**config.mk**
```make
export PLATFORM = sky130hd
export DESIGN_NAME = axi_master_rd_flat
export DESIGN_NICKNAME = d
export VERILOG_FILES = /design/src/rtl/axi_pkg.sv /design/src/rtl/axi_master_rd_if.sv /design/src/rtl/axi_master_rd.sv /design/src/flat_wrapper.sv
export SDC_FILE = /design/constraint.sdc
export NUM_CORES = 1
export LEC_CHECK = 0
export CORE_MARGIN = 2
export CORE_UTILIZATION = 40
export DETAILED_ROUTE_END_ITERATION = 8
export GPL_TIMING_DRIVEN = 1
export PLACE_DENSITY = 0.78
export REMOVE_ABC_BUFFERS = 1
export SETUP_SLACK_MARGIN = 0.05
export SYNTH_ARGS = -nofsm -noshare
export SYNTH_HDL_FRONTEND = slang
export SYNTH_SLANG_ARGS = --single-unit
```
**constraint.sdc**
```tcl
create_clock -name clk -period 1.9 [get_ports clk]
set_clock_uncertainty 0.05 [all_clocks]
set_input_delay 0.38 -clock clk [delete_from_list [all_inputs] [get_ports clk]]
set_output_delay 0.38 -clock clk [all_outputs]
set_load 0.05 [all_outputs]
```
**src/rtl/axi_pkg.sv**
```systemverilog
// -----------------------------------------------------------------------------
// axi_pkg
// Shared AXI4 encodings and the read-master state type. The write master
// reuses the burst/size/cache/response codes defined here.
// Contents:
//   BURST_*  : AxBURST codes
//   SIZE_8B  : AxSIZE code for 8-byte beats
//   CACHE_*  : AxCACHE attribute used for DDR traffic
//   RESP_*   : xRESP codes
//   rd_state_e : read-master FSM states
// -----------------------------------------------------------------------------
package axi_pkg;

  localparam logic [1:0] BURST_FIXED = 2'b00;
  localparam logic [1:0] BURST_INCR  = 2'b01;
  localparam logic [1:0] BURST_WRAP  = 2'b10;

  localparam logic [2:0] SIZE_8B     = 3'b011;

  // Normal non-cacheable bufferable memory.
  localparam logic [3:0] CACHE_NORM_BUF = 4'b0011;

  localparam logic [1:0] RESP_OKAY   = 2'b00;
  localparam logic [1:0] RESP_EXOKAY = 2'b01;
  localparam logic [1:0] RESP_SLVERR = 2'b10;
  localparam logic [1:0] RESP_DECERR = 2'b11;

  typedef enum logic [1:0] {
    RD_IDLE = 2'd0,
    RD_ADDR = 2'd1,
    RD_DATA = 2'd2,
    RD_DONE = 2'd3
  } rd_state_e;

endpackage

```
**src/rtl/axi_master_rd_if.sv**
```systemverilog
// -----------------------------------------------------------------------------
// axi_master_rd_if
// AXI4 read address (AR) and read data (R) channels between the read master
// and the MIG/DDR3 slave.
// Modports:
//   master : drives AR payload/arvalid and rready; receives arready and R
//   slave  : the mirror image
// -----------------------------------------------------------------------------
interface axi_master_rd_if #(
  parameter int ADDR_W = 30,
  parameter int DATA_W = 64
);

  // Read address channel
  logic [3:0]        arid;
  logic [ADDR_W-1:0] araddr;
  logic [7:0]        arlen;
  logic [2:0]        arsize;
  logic [1:0]        arburst;
  logic              arlock;
  logic [3:0]        arcache;
  logic [2:0]        arprot;
  logic [3:0]        arqos;
  logic              arvalid;
  logic              arready;

  // Read data channel
  logic [3:0]        rid;
  logic [DATA_W-1:0] rdata;
  logic [1:0]        rresp;
  logic              rlast;
  logic              rvalid;
  logic              rready;

  modport master (
    output arid, araddr, arlen, arsize, arburst, arlock, arcache, arprot,
           arqos, arvalid, rready,
    input  arready, rid, rdata, rresp, rlast, rvalid
  );

  modport slave (
    input  arid, araddr, arlen, arsize, arburst, arlock, arcache, arprot,
           arqos, arvalid, rready,
    output arready, rid, rdata, rresp, rlast, rvalid
  );

endinterface

```
**src/rtl/axi_master_rd.sv**
```systemverilog
// -----------------------------------------------------------------------------
// axi_master_rd
// AXI4 read master serving the read-request side of the DDR3 AXI controller.
// One request produces one INCR burst; returned beats are registered and
// presented as a data/valid pair that writes the read FIFO directly.
// Ports:
//   clk, rst_n          : clock, asynchronous active-low reset
//   rd_start/addr/len   : controller request (sampled only while rd_ready)
//   rd_ready            : idle, request can be accepted
//   reading, rd_data    : one returned beat, one cycle after the R handshake
//   rd_done, rd_err     : end-of-burst pulse, error flag for the burst
//   m_axi               : AR/R channels toward the slave (master modport)
// 2**ARSIZE_VAL must equal DATA_W/8.
// -----------------------------------------------------------------------------
module axi_master_rd
  import axi_pkg::*;
#(
  parameter logic [3:0] AXI_ID     = 4'h0,
  parameter int         ADDR_W     = 30,
  parameter int         DATA_W     = 64,
  parameter logic [2:0] ARSIZE_VAL = SIZE_8B
) (
  input  logic              clk,
  input  logic              rst_n,
  input  logic              rd_start,
  input  logic [ADDR_W-1:0] rd_addr,
  input  logic [7:0]        rd_len,
  output logic              rd_ready,
  output logic              reading,
  output logic [DATA_W-1:0] rd_data,
  output logic              rd_done,
  output logic              rd_err,
  axi_master_rd_if.master   m_axi
);

  // Beat-aligned start address: the low three byte-offset bits are dropped.
  localparam logic [ADDR_W-1:0] ALIGN_MASK = ~ADDR_W'(7);

  rd_state_e         r_state;
  rd_state_e         w_next;
  logic [ADDR_W-1:0] r_addr;
  logic [7:0]        r_len;
  logic [7:0]        r_beat_cnt;
  logic              r_err_flag;
  logic              r_reading;
  logic [DATA_W-1:0] r_rd_data;

  logic              w_arvalid;
  logic              w_rready;
  logic              w_accept;
  logic              w_beat;
  logic              w_beat_err;

  // Fixed AR attributes; payload comes from the request latch.
  assign m_axi.arid    = AXI_ID;
  assign m_axi.araddr  = r_addr;
  assign m_axi.arlen   = r_len;
  assign m_axi.arsize  = ARSIZE_VAL;
  assign m_axi.arburst = BURST_INCR;
  assign m_axi.arlock  = 1'b0;
  assign m_axi.arcache = CACHE_NORM_BUF;
  assign m_axi.arprot  = 3'b000;
  assign m_axi.arqos   = 4'b0000;
  assign m_axi.arvalid = w_arvalid;
  assign m_axi.rready  = w_rready;

  assign reading = r_reading;
  assign rd_data = r_rd_data;

  assign w_accept = (r_state == RD_IDLE) && rd_start;
  assign w_beat   = w_rready && m_axi.rvalid;

  // A beat is bad on a non-OKAY response, a foreign ID, or when rlast and
  // the beat counter disagree about where the burst ends (early or late).
  assign w_beat_err = (m_axi.rresp != RESP_OKAY)
                   || (m_axi.rid != AXI_ID)
                   || ( m_axi.rlast && (r_beat_cnt != r_len))
                   || (!m_axi.rlast && (r_beat_cnt == r_len));

  // NOTE: sequential state uses non-blocking assignments so every register
  // samples the pre-edge values, independent of statement order.
  always_ff @(posedge clk or negedge rst_n) begin
    if (!rst_n) begin
      r_state <= RD_IDLE;
    end else begin
      r_state <= w_next;
    end
  end

  // NOTE: every output of this block is given a default first, so no path
  // leaves a signal unassigned and no latch is inferred.
  always_comb begin
    w_next    = r_state;
    rd_ready  = 1'b0;
    w_arvalid = 1'b0;
    w_rready  = 1'b0;
    rd_done   = 1'b0;
    rd_err    = 1'b0;
    unique case (r_state)
      RD_IDLE: begin
        rd_ready = 1'b1;
        if (rd_start) w_next = RD_ADDR;
      end
      RD_ADDR: begin
        w_arvalid = 1'b1;
        if (m_axi.arready) w_next = RD_DATA;
      end
      RD_DATA: begin
        w_rready = 1'b1;
        // A late rlast keeps us here; the surplus beats are still forwarded.
        if (m_axi.rvalid && m_axi.rlast) w_next = RD_DONE;
      end
      RD_DONE: begin
        // Coincides with the registered last beat on reading/rd_data.
        rd_done = 1'b1;
        rd_err  = r_err_flag;
        w_next  = RD_IDLE;
      end
      default: w_next = RD_IDLE;
    endcase
  end

  // Request latch, beat counter, error accumulator and the FIFO-facing
  // output register.
  always_ff @(posedge clk or negedge rst_n) begin
    if (!rst_n) begin
      r_addr     <= '0;
      r_len      <= '0;
      r_beat_cnt <= '0;
      r_err_flag <= 1'b0;
      r_reading  <= 1'b0;
      r_rd_data  <= '0;
    end else begin
      r_reading <= w_beat;
      if (w_beat) r_rd_data <= m_axi.rdata;

      if (w_accept) begin
        r_addr     <= rd_addr & ALIGN_MASK;
        r_len      <= rd_len;
        r_beat_cnt <= '0;
        r_err_flag <= 1'b0;
      end else if (w_beat) begin
        // 8-bit wrap is intended: only equality with r_len matters, so a
        // 256-beat burst works.
        r_beat_cnt <= r_beat_cnt + 8'd1;
        if (w_beat_err) r_err_flag <= 1'b1;
      end
    end
  end

endmodule

```
**src/flat_wrapper.sv**
```systemverilog
// flat-port wrapper written by rule: the top's interface ports become plain ports
module axi_master_rd_flat import axi_pkg::*;
#(
  parameter logic [3:0] AXI_ID     = 4'h0,
  parameter int         ADDR_W     = 30,
  parameter int         DATA_W     = 64,
  parameter logic [2:0] ARSIZE_VAL = SIZE_8B
)
  (clk, rst_n, rd_start, rd_addr, rd_len, rd_ready, reading, rd_data, rd_done, rd_err, m_axi_arid, m_axi_araddr, m_axi_arlen, m_axi_arsize, m_axi_arburst, m_axi_arlock, m_axi_arcache, m_axi_arprot, m_axi_arqos, m_axi_arvalid, m_axi_rready, m_axi_arready, m_axi_rid, m_axi_rdata, m_axi_rresp, m_axi_rlast, m_axi_rvalid);
  axi_master_rd_if #(.ADDR_W(ADDR_W), .DATA_W(DATA_W)) m_axi_i ();
  input  logic clk;
  input  logic rst_n;
  input  logic rd_start;
  input  logic [ADDR_W-1:0] rd_addr;
  input  logic [7:0] rd_len;
  output logic rd_ready;
  output logic reading;
  output logic [DATA_W-1:0] rd_data;
  output logic rd_done;
  output logic rd_err;
  output wire logic [$bits(m_axi_i.arid)-1:0] m_axi_arid;
  output wire logic [$bits(m_axi_i.araddr)-1:0] m_axi_araddr;
  output wire logic [$bits(m_axi_i.arlen)-1:0] m_axi_arlen;
  output wire logic [$bits(m_axi_i.arsize)-1:0] m_axi_arsize;
  output wire logic [$bits(m_axi_i.arburst)-1:0] m_axi_arburst;
  output wire logic [$bits(m_axi_i.arlock)-1:0] m_axi_arlock;
  output wire logic [$bits(m_axi_i.arcache)-1:0] m_axi_arcache;
  output wire logic [$bits(m_axi_i.arprot)-1:0] m_axi_arprot;
  output wire logic [$bits(m_axi_i.arqos)-1:0] m_axi_arqos;
  output wire logic [$bits(m_axi_i.arvalid)-1:0] m_axi_arvalid;
  output wire logic [$bits(m_axi_i.rready)-1:0] m_axi_rready;
  input wire logic [$bits(m_axi_i.arready)-1:0] m_axi_arready;
  input wire logic [$bits(m_axi_i.rid)-1:0] m_axi_rid;
  input wire logic [$bits(m_axi_i.rdata)-1:0] m_axi_rdata;
  input wire logic [$bits(m_axi_i.rresp)-1:0] m_axi_rresp;
  input wire logic [$bits(m_axi_i.rlast)-1:0] m_axi_rlast;
  input wire logic [$bits(m_axi_i.rvalid)-1:0] m_axi_rvalid;
  assign m_axi_arid = m_axi_i.arid;
  assign m_axi_araddr = m_axi_i.araddr;
  assign m_axi_arlen = m_axi_i.arlen;
  assign m_axi_arsize = m_axi_i.arsize;
  assign m_axi_arburst = m_axi_i.arburst;
  assign m_axi_arlock = m_axi_i.arlock;
  assign m_axi_arcache = m_axi_i.arcache;
  assign m_axi_arprot = m_axi_i.arprot;
  assign m_axi_arqos = m_axi_i.arqos;
  assign m_axi_arvalid = m_axi_i.arvalid;
  assign m_axi_rready = m_axi_i.rready;
  assign m_axi_i.arready = m_axi_arready;
  assign m_axi_i.rid = m_axi_rid;
  assign m_axi_i.rdata = m_axi_rdata;
  assign m_axi_i.rresp = m_axi_rresp;
  assign m_axi_i.rlast = m_axi_rlast;
  assign m_axi_i.rvalid = m_axi_rvalid;
  axi_master_rd #(.AXI_ID(AXI_ID), .ADDR_W(ADDR_W), .DATA_W(DATA_W), .ARSIZE_VAL(ARSIZE_VAL)) u_core (.clk(clk), .rst_n(rst_n), .rd_start(rd_start), .rd_addr(rd_addr), .rd_len(rd_len), .rd_ready(rd_ready), .reading(reading), .rd_data(rd_data), .rd_done(rd_done), .rd_err(rd_err), .m_axi(m_axi_i));
endmodule
```
==> summary.md <==
| Metric | Value |
|---|---|
| Top cells by count, synth | `nand2_1 (200), dfrtp_1 (111), mux2_2 (35)` |
| Ports | `243` |
| Top cell type's share of synthesized area | `0.603` |
| Pleak | `3.50 nW` |
| Crit end category | `output port` |
| Post-synth EDFFs | `0` |
| Peak Freq | `0.571 GHz` |
| CP Class | `reg -> out` |
| Seq/Total Area, Yosys | `0.603` |
| Worst path required time | `1.47 ns` |
| Clk_lat worst skew | `0.34 ns` |
| Synth area leader | `dfrtp_1` |
| Crit path launch type | `register` |
| Register bit total from synthesis | `111` |
| Placer Congestion | `0.789` |
| Global route overflow | `0` |
| # setup viols final | `0` |
| Slew @ Worst Pin | `0.617 ns` |
| H-Tree Level Count | `3` |
| Ys async rst share | `1.00` |
| FF-to-FF End | `u_core.r_beat_cnt[5]$_DFFE_PN0P_` |
| Met2 Wirelength | `5.69 mm` |
| Int Power | `0.00706 W` |
| Synthesized area per cell | `10.4 um^2` |
| Gate Count Post-Synth | `445` |
| Initial antenna violation count | `0` |
| Final ANT Viol Nets | `0` |
| Fin. max-slew vios | `0` |
| Worst VDD drop | `1.03 mV` |
| Fin. Hold Viols | `0` |
| Layout cell share with drive strength beyond 1 | `0.256` |
| Crit-path max FO | `4` |
| CTS tree | `yes` |
| Total chip power | `0.0140 W` |
| Layout Utilization | `0.613` |
| Max Cap Viol | `0` |
| Drt drc | `0` |
| Tightest Hold Check Type | `in -> async` |
| Die H | `111 um` |
| Combinational share of power | `0.572` |
| Yosys warns | `0` |
| Via density per instance | `4.63` |
| WL met1 | `4.58 mm` |
| First-pass GRT wire length | `18.7 mm` |
| Flop pwr share | `0.293` |
| Crit path time final | `1.75 ns` |
| Reg2reg setup slack | `0.20 ns` |
| Row Count | `39` |
| P_sw | `0.00693 W` |
| CTS Buf Count | `9` |
| Number of setup buffers added after CTS | `0` |
| Largest cells by area after synthesis | `dfrtp_1 (60%), nand2_1 (16%), mux2_2 (8.6%), buf_4 (3.9%), xor2_1 (2.7%)` |
| Most numerous cell in the Yosys netlist | `nand2_1` |
| DRT Pass-1 Iters | `4` |
| Core region area | `11300 um^2` |
| Fin crit share | `0.921` |
| Iter 0 DRT Violations | `95` |
| Routed vias | `3721` |
| Reg-to-reg critical path startpoint | `u_core.r_state[0]$_DFFE_PN0P_` |
| Die area | `12400 um^2` |
| Final HPWL DP | `8.40 mm` |
| Storage element area | `2780 um^2` |
| RSZ-0062 raised after global routing | `no` |
| Status | `complete, no violations` |
| CTS clk-pin slew, worst paths | `0.07 ns` |
| Slew headroom | `0.589` |
| Number of global-route vias before repair | `3911` |
| Worst hold slack | `0.0285 ns` |
| N_diodes | `0` |
| Footprint of the multi-input gates | `1630 um^2` |
| Fin nets | `776` |
| Cell area after synthesis | `4610 um^2` |
| CTS max path bufs | `2` |
| Yosys cell types | `28` |
| Fill cells | `952` |
| Number of I/O port buffers | `215` |
| P per Cell Area | `2020 nW/um^2` |
| Clk sinks | `111` |
| Layout area overhead | `50.6%` |
| Largest net degree at the start of global routing | `112` |
| WP data arrival | `1.32 ns` |
| DR WL met3 | `773 um` |
| Initial core utilization | `0.407` |
| DR top layer | `met4` |
| WL/cell | `14.2 um` |
| R2R depth | `7` |
| GRT Overall Usage | `0.187` |
| Switching fraction of total power | `0.495` |
| Clock share of power | `0.136` |
| Clk root buf | `clkbuf_16` |
| Wirelength, routed | `11.4 mm` |
| Primary FF master, synth | `dfrtp_1` |
| Die W | `111 um` |
registers in the layout (all words and copies together), names as in the netlist:
name / cells
u_core.r_err_flag: 1
u_core.m_axi.araddr: 27
u_core.rd_data: 64
u_core.r_state: 2
u_core.m_axi.arlen: 8
u_core.r_beat_cnt: 8
u_core.reading: 1
final cells by class:
cell class	count	share of cell area
tap	143	0.0258
multi-input combinational	308	0.235
inverter	4	0.00216
clock buffer	12	0.0370
timing repair buffer	223	0.294
clock inverter	3	0.00613
sequential	111	0.400
critical path, cell delays in order (launching register included):
cell and delay (ns):
dfrtp_1 0.40, inv_1 0.08, ha_1 0.21, buf_4 0.15, buf_12 0.14
worst max-delay path by stage:
stage / startpoint / endpoint / slack [ns] / cells after the start
3_3_place_gp: rd_start / u_core.m_axi.araddr[29]$_DFFE_PN0P_ / 0.09 / 4
6_report: u_core.r_state[0]$_DFFE_PN0P_ / rd_ready / 0.15 / 4
2_1_floorplan: u_core.r_state[0]$_DFFE_PN0P_ / u_core.r_beat_cnt[7]$_DFFE_PN0P_ / -2.16 / 7
5_1_grt: u_core.r_state[0]$_DFFE_PN0P_ / u_core.r_beat_cnt[5]$_DFFE_PN0P_ / 0.07 / 7
3_5_place_dp: rd_start / u_core.m_axi.araddr[19]$_DFFE_PN0P_ / 0.05 / 4
4_1_cts: u_core.r_state[0]$_DFFE_PN0P_ / rd_ready / 0.14 / 4
cells by family after synthesis:
| logic type | share of synthesized area |
|---|---|
| other | 0.00163 |
| buffers and inverters | 0.0619 |
| AO/OA/AOI/OAI | 0.0111 |
| multiplexers | 0.0856 |
| adder cells (fa/ha/maj) | 0.0136 |
| XOR/XNOR | 0.0285 |
| AND/OR/NAND/NOR | 0.195 |
| flip-flops | 0.603 |
what timing repair did:
item,4_1_cts,5_1_grt
endpoints found under the setup margin,2,0
gates resized for setup,2,0
hold buffers,0,0
metrics by stage:
step | instance area, um^2 | TNS, ns | worst slack (ns) | std cells
after CTS | 6940 | 0 | 0.140 | 804
after global placement | 6640 | 0 | 0.0888 | 789
after floorplan | 4420 | -161.98 | -2.16 | 423
after detailed placement | 6640 | 0 | 0.0525 | 789
after global routing | 6940 | 0 | 0.0705 | 804
final | 6940 | 0 | 0.150 | 804
layer usage:
metal  track usage  vias up
met1         0.222     1784
li1              -     1765
met5             0        -
met4        0.0864        0
met2         0.318      143
met3        0.0514       29
placed cells by master, fill, tap and decap left out:
cell and n:
nand4b_1 1, and2_2 1, nand4_1 4, a2111oi_2 1, nand2_2 1, inv_1 3
and2_1 1, mux2_2 35, o32a_1 1, clkinv_2 1, buf_4 105, clkdlybuf4s50_1 109
clkinvlp_4 1, a21oi_1 1, clkbuf_16 9, xor2_1 14, nor3b_2 1, nor4_1 1
clkbuf_1 1, inv_2 1, nand2_1 199, conb_1 24, bufinv_16 1, nor2_1 8
and3_1 1, clkbuf_8 2, dlygate4sd2_1 2, a221oi_1 1, and3_2 1, nor2b_1 2
o21ai_0 1, xnor2_1 1, buf_12 7, o21bai_1 1, ha_1 5, dfrtp_1 111
nor4_2 2
power by group through the flow:
stage | Clock, W | Combinational, W | Sequential (W)
after floorplan | 0 | 0.00183 | 0.00757
after global placement | 0 | 0.00794 | 0.00406
after detailed placement | 0 | 0.00807 | 0.00412
after CTS | 0.00194 | 0.00807 | 0.00410
after global routing | 0.00205 | 0.00838 | 0.00424
final | 0.00190 | 0.00799 | 0.00409
No activity file was read; power rests on OpenSTA's default activity.
